### src/rtl/snax_csr_rmw_translator.sv
// Translates SNAX accelerator CSR instructions into CSR req/rsp transactions; optional RMW for set/clear (SNAX_CSR_RMW_EN).
// Latency: 3 cycles accept->pvalid with zero-wait downstream, +2 for RMW, 1 for out-of-range errors.
// Backpressure: one transaction in flight; qready low until the core response handshake, all outputs held while stalled.

typedef struct packed {
    logic [31:0] data_op;
    logic [31:0] data_arga;
    logic [31:0] data_argb;
    logic [4:0]  id;
} snax_acc_req_t;

typedef struct packed {
    logic [31:0] data;
    logic [4:0]  id;
    logic        error;
} snax_acc_rsp_t;

module snax_csr_rmw_translator #(
    parameter int unsigned DataWidth     = 32,
    parameter int unsigned AddrWidth     = 32,
    parameter logic [31:0] CsrAddrOffset = 32'h3C0,
    parameter int unsigned NumCsr        = 16,
    parameter type         acc_req_t     = snax_acc_req_t,
    parameter type         acc_rsp_t     = snax_acc_rsp_t
) (
    input  logic                 clk_i,
    input  logic                 rst_ni,
    input  logic                 snax_qvalid_i,
    output logic                 snax_qready_o,
    input  acc_req_t             snax_req_i,
    output acc_rsp_t             snax_resp_o,
    output logic                 snax_pvalid_o,
    input  logic                 snax_pready_i,
    output logic [DataWidth-1:0] io_csr_req_bits_data_i,
    output logic [AddrWidth-1:0] io_csr_req_bits_addr_i,
    output logic                 io_csr_req_bits_write_i,
    output logic                 io_csr_req_valid_i,
    input  logic                 io_csr_req_ready_o,
    output logic                 io_csr_rsp_ready_i,
    input  logic                 io_csr_rsp_valid_o,
    input  logic [DataWidth-1:0] io_csr_rsp_bits_data_o
);
    localparam logic [6:0] OpcodeSystem = 7'b1110011;

    typedef enum logic [1:0] {IDLE, REQ, WAIT, RESP} state_e;
    typedef enum logic [1:0] {CLS_READ, CLS_WRITE, CLS_SET, CLS_CLEAR} op_class_e;

    state_e               state_q, state_d;
    op_class_e            cls_q, raw_cls, acc_cls;
    logic [AddrWidth-1:0] index_q;
    logic [DataWidth-1:0] operand_q, acc_operand, wdata, rsp_capture;
    logic [AddrWidth:0]   idx_diff;
    logic [31:0]          acc_op;
    logic                 in_range, req_write, rmw_first;
    acc_rsp_t             rsp_q;
    logic                 unused_op_bits;

    assign acc_op         = snax_req_i.data_op;
    assign acc_operand    = snax_req_i.data_arga[DataWidth-1:0];
    assign unused_op_bits = ^{acc_op[31:15], acc_op[11:7]};

    // Extra MSB of the subtraction is the borrow, i.e. data_argb below the CSR window.
    assign idx_diff = {1'b0, AddrWidth'(snax_req_i.data_argb)} - {1'b0, AddrWidth'(CsrAddrOffset)};
    assign in_range = !idx_diff[AddrWidth] && (idx_diff[AddrWidth-1:0] < AddrWidth'(NumCsr));

    always_comb begin
        raw_cls = CLS_WRITE;
        if (acc_op[6:0] == OpcodeSystem) begin
            case (acc_op[14:12])
                3'b010, 3'b110: raw_cls = CLS_SET;
                3'b011, 3'b111: raw_cls = CLS_CLEAR;
                default:        raw_cls = CLS_WRITE;
            endcase
        end
    end

`ifdef SNAX_CSR_RMW_EN
    logic                 phase_q;
    logic [DataWidth-1:0] old_q;
    logic                 is_rmw;

    // Set/clear with a zero mask cannot change the CSR, so it degenerates to a plain read.
    assign acc_cls = ((raw_cls == CLS_SET || raw_cls == CLS_CLEAR) && acc_operand == '0) ? CLS_READ : raw_cls;
    assign is_rmw      = (cls_q == CLS_SET) || (cls_q == CLS_CLEAR);
    assign rmw_first   = is_rmw && !phase_q;
    assign req_write   = (cls_q == CLS_WRITE) || (is_rmw && phase_q);
    assign rsp_capture = is_rmw ? old_q : io_csr_rsp_bits_data_o;

    always_comb begin
        case (cls_q)
            CLS_SET:   wdata = old_q | operand_q;
            CLS_CLEAR: wdata = old_q & ~operand_q;
            default:   wdata = operand_q;
        endcase
    end
`else
    assign acc_cls     = (raw_cls == CLS_SET || raw_cls == CLS_CLEAR) ? CLS_READ : raw_cls;
    assign rmw_first   = 1'b0;
    assign req_write   = (cls_q == CLS_WRITE);
    assign rsp_capture = io_csr_rsp_bits_data_o;
    assign wdata       = operand_q;
`endif

    always_comb begin
        state_d            = state_q;
        snax_qready_o      = 1'b0;
        snax_pvalid_o      = 1'b0;
        io_csr_req_valid_i = 1'b0;
        io_csr_rsp_ready_i = 1'b0;
        case (state_q)
            IDLE: begin
                snax_qready_o = 1'b1;
                if (snax_qvalid_i) state_d = in_range ? REQ : RESP;
            end
            REQ: begin
                io_csr_req_valid_i = 1'b1;
                if (io_csr_req_ready_o) state_d = WAIT;
            end
            WAIT: begin
                io_csr_rsp_ready_i = 1'b1;
                if (io_csr_rsp_valid_o) state_d = rmw_first ? REQ : RESP;
            end
            RESP: begin
                snax_pvalid_o = 1'b1;
                if (snax_pready_i) state_d = IDLE;
            end
            default: state_d = IDLE;
        endcase
    end

    assign io_csr_req_bits_addr_i  = index_q;
    assign io_csr_req_bits_data_i  = wdata;
    assign io_csr_req_bits_write_i = req_write;
    assign snax_resp_o             = rsp_q;

    always_ff @(posedge clk_i) begin
        if (!rst_ni) begin
            state_q   <= IDLE;
            cls_q     <= CLS_READ;
            index_q   <= '0;
            operand_q <= '0;
            rsp_q     <= '0;
`ifdef SNAX_CSR_RMW_EN
            phase_q   <= 1'b0;
            old_q     <= '0;
`endif
        end else begin
            state_q <= state_d;
            if (state_q == IDLE && snax_qvalid_i) begin
                cls_q       <= acc_cls;
                index_q     <= idx_diff[AddrWidth-1:0];
                operand_q   <= acc_operand;
                rsp_q       <= '0;
                rsp_q.id    <= snax_req_i.id;
                rsp_q.error <= !in_range;
`ifdef SNAX_CSR_RMW_EN
                phase_q     <= 1'b0;
`endif
            end
            if (state_q == WAIT && io_csr_rsp_valid_o && !rmw_first) begin
                rsp_q.data <= rsp_capture;
            end
`ifdef SNAX_CSR_RMW_EN
            if (state_q == WAIT && io_csr_rsp_valid_o && rmw_first) begin
                old_q   <= io_csr_rsp_bits_data_o;
                phase_q <= 1'b1;
            end
`endif
        end
    end
endmodule

### config.mk
export PLATFORM = sky130hd
export DESIGN_NAME = snax_csr_rmw_translator
export DESIGN_NICKNAME = d
export VERILOG_FILES = /design/src/rtl/snax_csr_rmw_translator.sv
export SDC_FILE = /design/constraint.sdc
export NUM_CORES = 1
export LEC_CHECK = 0
export CAP_MARGIN = 20
export CELL_PAD_IN_SITES_DETAIL_PLACEMENT = 1
export CELL_PAD_IN_SITES_GLOBAL_PLACEMENT = 1
export CORE_MARGIN = 1.5
export CORE_UTILIZATION = 26
export DETAILED_ROUTE_END_ITERATION = 10
export MAX_ROUTING_LAYER = met4
export PLACE_DENSITY_LB_ADDON = 0.1
export SLEW_MARGIN = 20
export SYNTH_ARGS = -nofsm -noshare
export SYNTH_HDL_FRONTEND = slang
export SYNTH_SLANG_ARGS = --single-unit
### constraint.sdc
create_clock -name clk_i -period 7.1 [get_ports clk_i]
set_clock_uncertainty 0.2 [all_clocks]
set_input_delay 0.71 -clock clk_i [delete_from_list [all_inputs] [get_ports clk_i]]
set_output_delay 0.71 -clock clk_i [all_outputs]
set_load 0.1 [all_outputs]
=== Yosys cells after proc, flatten, opt, wreduce, memory -nomap -nowiden ===
Cells that the tools add are included.

* Output and inout port bits: 107
* Register bits: 106

* Reduce and logical (&&, ||, !) cells: 11
* $add $sub $neg: 1
* Magnitude comparators: 1
* Eq/ne operators: 15
* Mux-type cells: 15

{| class="wikitable"
|+ Operators with widths
! cell !! number
|-
| two-way mux 38 bit || 1
|-
| subtractor 32 x 10 -> 33 bit (second input constant) || 1
|-
| less-than comparator 32 x 5 -> 1 bit (second input constant) || 1
|-
| two-way mux 32 bit || 1
|-
| two-way mux 2 bit || 7
|-
| equality test 2 bit (second input constant) || 4
|-
| != test 2 bit (second input constant) || 4
|-
| one-hot mux 2 bit (4 select lines) || 1
|-
| equality test 7 bit (second input constant) || 1
|-
| equality test 3 x 2 -> 1 bit (second input constant) || 2
|-
| equality test 3 bit (second input constant) || 2
|-
| equality test 2 x 1 -> 1 bit (second input constant) || 2
|-
| two-way mux 1 bit || 4
|-
| one-hot mux 2 bit (2 select lines) || 1
|-
| AND reduction 4 bit || 1
|-
| OR reduction 2 bit || 2
|-
| logical AND 1 bit || 3
|-
| zero test 1 bit || 2
|-
| zero test 2 bit || 1
|-
| nonzero test 2 bit || 1
|-
| logical OR 1 bit || 1
|}

=== Longest topological paths before layout ===
* Depth after elaboration: 7
* Gate-level depth with buffers: 8

=== Least setup slack after synthesis ===
No wires, ideal clock.

* Kind: input to register
* Start: in snax_req_i[30] (netlist bit)
* End: reg state_q[1]
* Setup time: 0.136 ns
* Stages on the path: 6
* Path slack: 4.118 ns
* Required time: 6.764 ns
* Buffers on the path: 0
* Data arrival time: 2.646 ns
* Cell sequence: or4_4 > or4_4 > or3_4 > xnor2_1 > nor4_1 > o22ai_1

* Cells in the longest elaborated chain, start to end: 6
* Elaborated cells on any way between the ends: 7

{| class="wikitable"
|+ RTL lines
! what !! line !! RTL
|-
| start, declared || 30 || <nowiki>input acc_req_t snax_req_i,</nowiki>
|-
| subtractor 32 x 10 -> 33 bit (*) || 63 || <nowiki>assign idx_diff = {1'b0, AddrWidth'(snax_req_i.data_argb)} - {1'b0, AddrWidth'(CsrAddrOffset)};</nowiki>
|-
| less-than comparator 32 x 5 -> 1 bit or zero test 1 bit (tied branches) || 64 || <nowiki>assign in_range = !idx_diff[AddrWidth] && (idx_diff[AddrWidth-1:0] < AddrWidth'(NumCsr));</nowiki>
|-
| logical AND 1 bit (*) || 64 ||
|-
| two-way mux 2 bit (*) (2 in a row) || 113 || <nowiki>if (snax_qvalid_i) state_d = in_range ? REQ : RESP;</nowiki>
|-
| one-hot mux 2 bit (4 select lines) (*) || 110 || <nowiki>case (state_q)</nowiki>
|-
| end signal, assigned || 148 || <nowiki>state_q <= state_d;</nowiki>
|-
| end, declared || 48 || <nowiki>state_e state_q, state_d;</nowiki>
|}

Mark *: on every way between the ends. The rest lies on a longest branch, timed or not. The select of a mux whose other input is x is not followed.
A chain may end at the register's enable or synchronous reset.

=== Worst setup path after layout ===
* Start: in snax_req_i[28] (netlist bit)
* End: reg state_q[1]

Same word-level chain as after synthesis.

==> results_dict.tcl <==
set metrics [dict create \
    synth_most_common_cell "dfxtp_1" \
    num_rows 46 \
    drt-initial-drc-count 229 \
    timing.rr.start "state_q[0]" \
    drive_above_1_share_pct 4.77 \
    synth_edf_count 0 \
    netlist_top_cells_count "dfxtp_1, nand2_1, nor2_1, a21oi_1, clkbuf_1" \
    ys_seq_area_share_pct 49.4 \
    drt_pass1_iterations 4 \
    hpwl_um 10900 \
    crit_cells 7 \
    final_core_util_pct 43.4 \
    crit_top_cell "or4_4" \
    cp_slowest_cell "or4_4" \
    cpLargestDelayFamily "simple AND/OR/NAND/NOR gates" \
    cts_htree_levels 3 \
    place_area_um2 6670 \
    peakVddDrop_mv 0.157 \
    synth_fp_nets 655 \
    setup.worst_path.class "in -> reg" \
    hold_depth 2 \
    max-cap-violations 0 \
    startpoint_type "input port" \
    antenna_found_initial 0 \
    multi_input_area_um2 2010 \
    coreArea_um2 16000 \
    wl_um 15000 \
    setup_ws_ns 3.72 \
    setup_violations 0 \
    tightest_slew_ns 1.06 \
    place_congestion 0.793 \
    drc 0 \
    fillCellCount 1907 \
    syn_avg_cell_area_um2 8.41 \
    overflow 0 \
    die_w_um 132 \
    ctsResizeCount 0 \
    hold_path_class "reg -> reg" \
    grt_pass1_wl_um 24100 \
    grt_pass1_vias 4549 \
    ys.flop_type "dfxtp_1" \
    grt_max_degree 95 \
    fin_crit_ns 3.38 \
    nNetsFinal 852 \
    cts-buffers-inserted 9 \
    synth_top_area_share_pct 49.4 \
    track_usage_pct 17.9 \
    start_util_pct 26.9 \
    syn_area_um2 4300 \
    relSlewSlack_pct 29.2 \
    cp_num_buf_inv 1 \
    leakagePower_nw 2.40 \
    arrival_ns 3.38 \
    cpPeakStageDelay_ns 0.57 \
    fin_area_um2 6940 \
    path_clk_slew_ns 0.07 \
    rsz0062_at_grt "false" \
    vias 4415 \
    insertion_delay_ns 0.35 \
    dieArea_um2 17300 \
    crit_chain "clkdlybuf4s50_1 -> or4_4 -> or4_4 -> or3_4 -> xnor2_1 -> nor4_1 -> o22ai_1" \
    io_pins 246 \
    ys_ff_latch 106 \
    cts_root_buf "clkbuf_16" \
    slew_violations 0 \
    antenna_cells 0 \
    ys_warn_count 0 \
    cts.sinks 106 \
    end_kind "flop" \
    synth_area_leaders "dfxtp_1, nand2_1, a21oi_1" \
    synth_top_area_cell "dfxtp_1" \
    reg2regPathDepth 6 \
    wire_per_inst_um 16.1 \
    hold_viol 0 \
    powerDensity_nw_per_um2 380 \
    period_share_pct 47.6 \
    cts_tree "built" \
    synth.distinct_cells 46 \
    netlist_instances 511 \
    hp-start "io_csr_req_bits_data_i[29]" \
    cp.required_ns 7.10 \
    seqCellArea_um2 2120 \
    async_flop_share_pct 0 \
    die_h_um 132 \
    portBuffers 221 \
    crit_path_max_fanout 6 \
    post_cts_buffers 0 \
    clock_path_buffers 2 \
    vias_per_cell 4.75 \
    crit_start "snax_req_i[28]" \
    hold_buffers 0 \
    ant_nets 0 \
    status "finished, final reports clean" \
    place_ws_ns 3.33 \
    setup_tns_ns 0 \
    fmax_mhz 296 \
    area_growth_syn_to_layout_pct 61.6 \
    total_power_w 0.00264 \
]
==> cell usage in the layout, fill, tap and decap left out, types with 3 or more instances in the layout <==
cell	count
or4_4	3
clkinv_2	3
a22oi_1	32
clkbuf_16	9
a21oi_1	50
dfxtp_1	106
a311oi_1	6
buf_4	3
inv_1	7
clkdlybuf4s50_1	221
nor4_1	6
nor2_1	62
and3_1	3
a211oi_1	17
xor2_1	9
xnor2_1	10
nor3_1	6
o21ai_0	5
nand3_1	9
ha_1	5
nand4_1	3
nand2_1	96
nor2b_1	3
==> flip-flops by register name, indices dropped and copies added (netlist names) <==
register / cells
state_q: 2
cls_q: 2
io_csr_req_bits_data_i: 32
io_csr_req_bits_addr_i: 32
snax_resp_o: 38
==> final timing paths <==
check | endpoint | slack (ns)
hold reg to reg | io_csr_req_bits_data_i[29] | 0.25
setup / recovery | state_q[1] | 3.72
hold / removal | io_csr_req_bits_data_i[29] | 0.25
setup reg to reg | io_csr_req_bits_addr_i[29] | 4.71
==> worst min-delay path, delay by kind of cell (launching register included) <==
kind	cells	cell delay, ns
compound gates	1	0.05
flops	1	0.31
simple gates	1	0.05
==> metal layers <==
layer,up-vias,wire [µm],track usage [%],share of wire [%]
met4,0,299,6.48,2.0
met5,-,0,-,0
met1,2093,6630,21.5,44
met2,132,7330,29.9,49
li1,2171,-,-,-
met3,19,727,3.40,4.8
==> power breakdown <==
part	total (W)	switching (W)	internal (W)
Sequential	0.000750	0.0000529	0.000697
Combinational	0.00142	0.00108	0.000339
Clock	0.000471	0.000232	0.000239
==> metrics by stage <==
stage / hold WS (ns) / cells
2_1_floorplan: 0.253 / 511
3_3_place_gp: 0.242 / 913
3_5_place_dp: 0.248 / 913
4_1_cts: 0.258 / 929
5_1_grt: 0.280 / 929
6_report: 0.252 / 929
==> final cells by class <==
| type | count | area share, % |
|---|---|---|
| clock buffers | 10 | 3.30 |
| clock inverters | 6 | 0.613 |
| inverters | 8 | 0.451 |
| multi-input cells | 359 | 29.0 |
| flip-flops and latches | 106 | 30.6 |
| well taps | 216 | 3.89 |
| repair buffers | 224 | 32.2 |
==> logic make-up (layout without fill, tap and decap cells) <==
logic type / after synthesis / count (layout) / share of synthesized area, %
flip-flops: 106 / 106 / 49.4
AO/OA/AOI/OAI: 126 / 126 / 19.2
adder cells (fa/ha/maj): 5 / 5 / 1.46
buffers and inverters: 46 / 248 / 4.08
XOR/XNOR: 19 / 19 / 3.87
AND/OR/NAND/NOR: 209 / 209 / 22.0
Power figures use the tool's default switching activity.
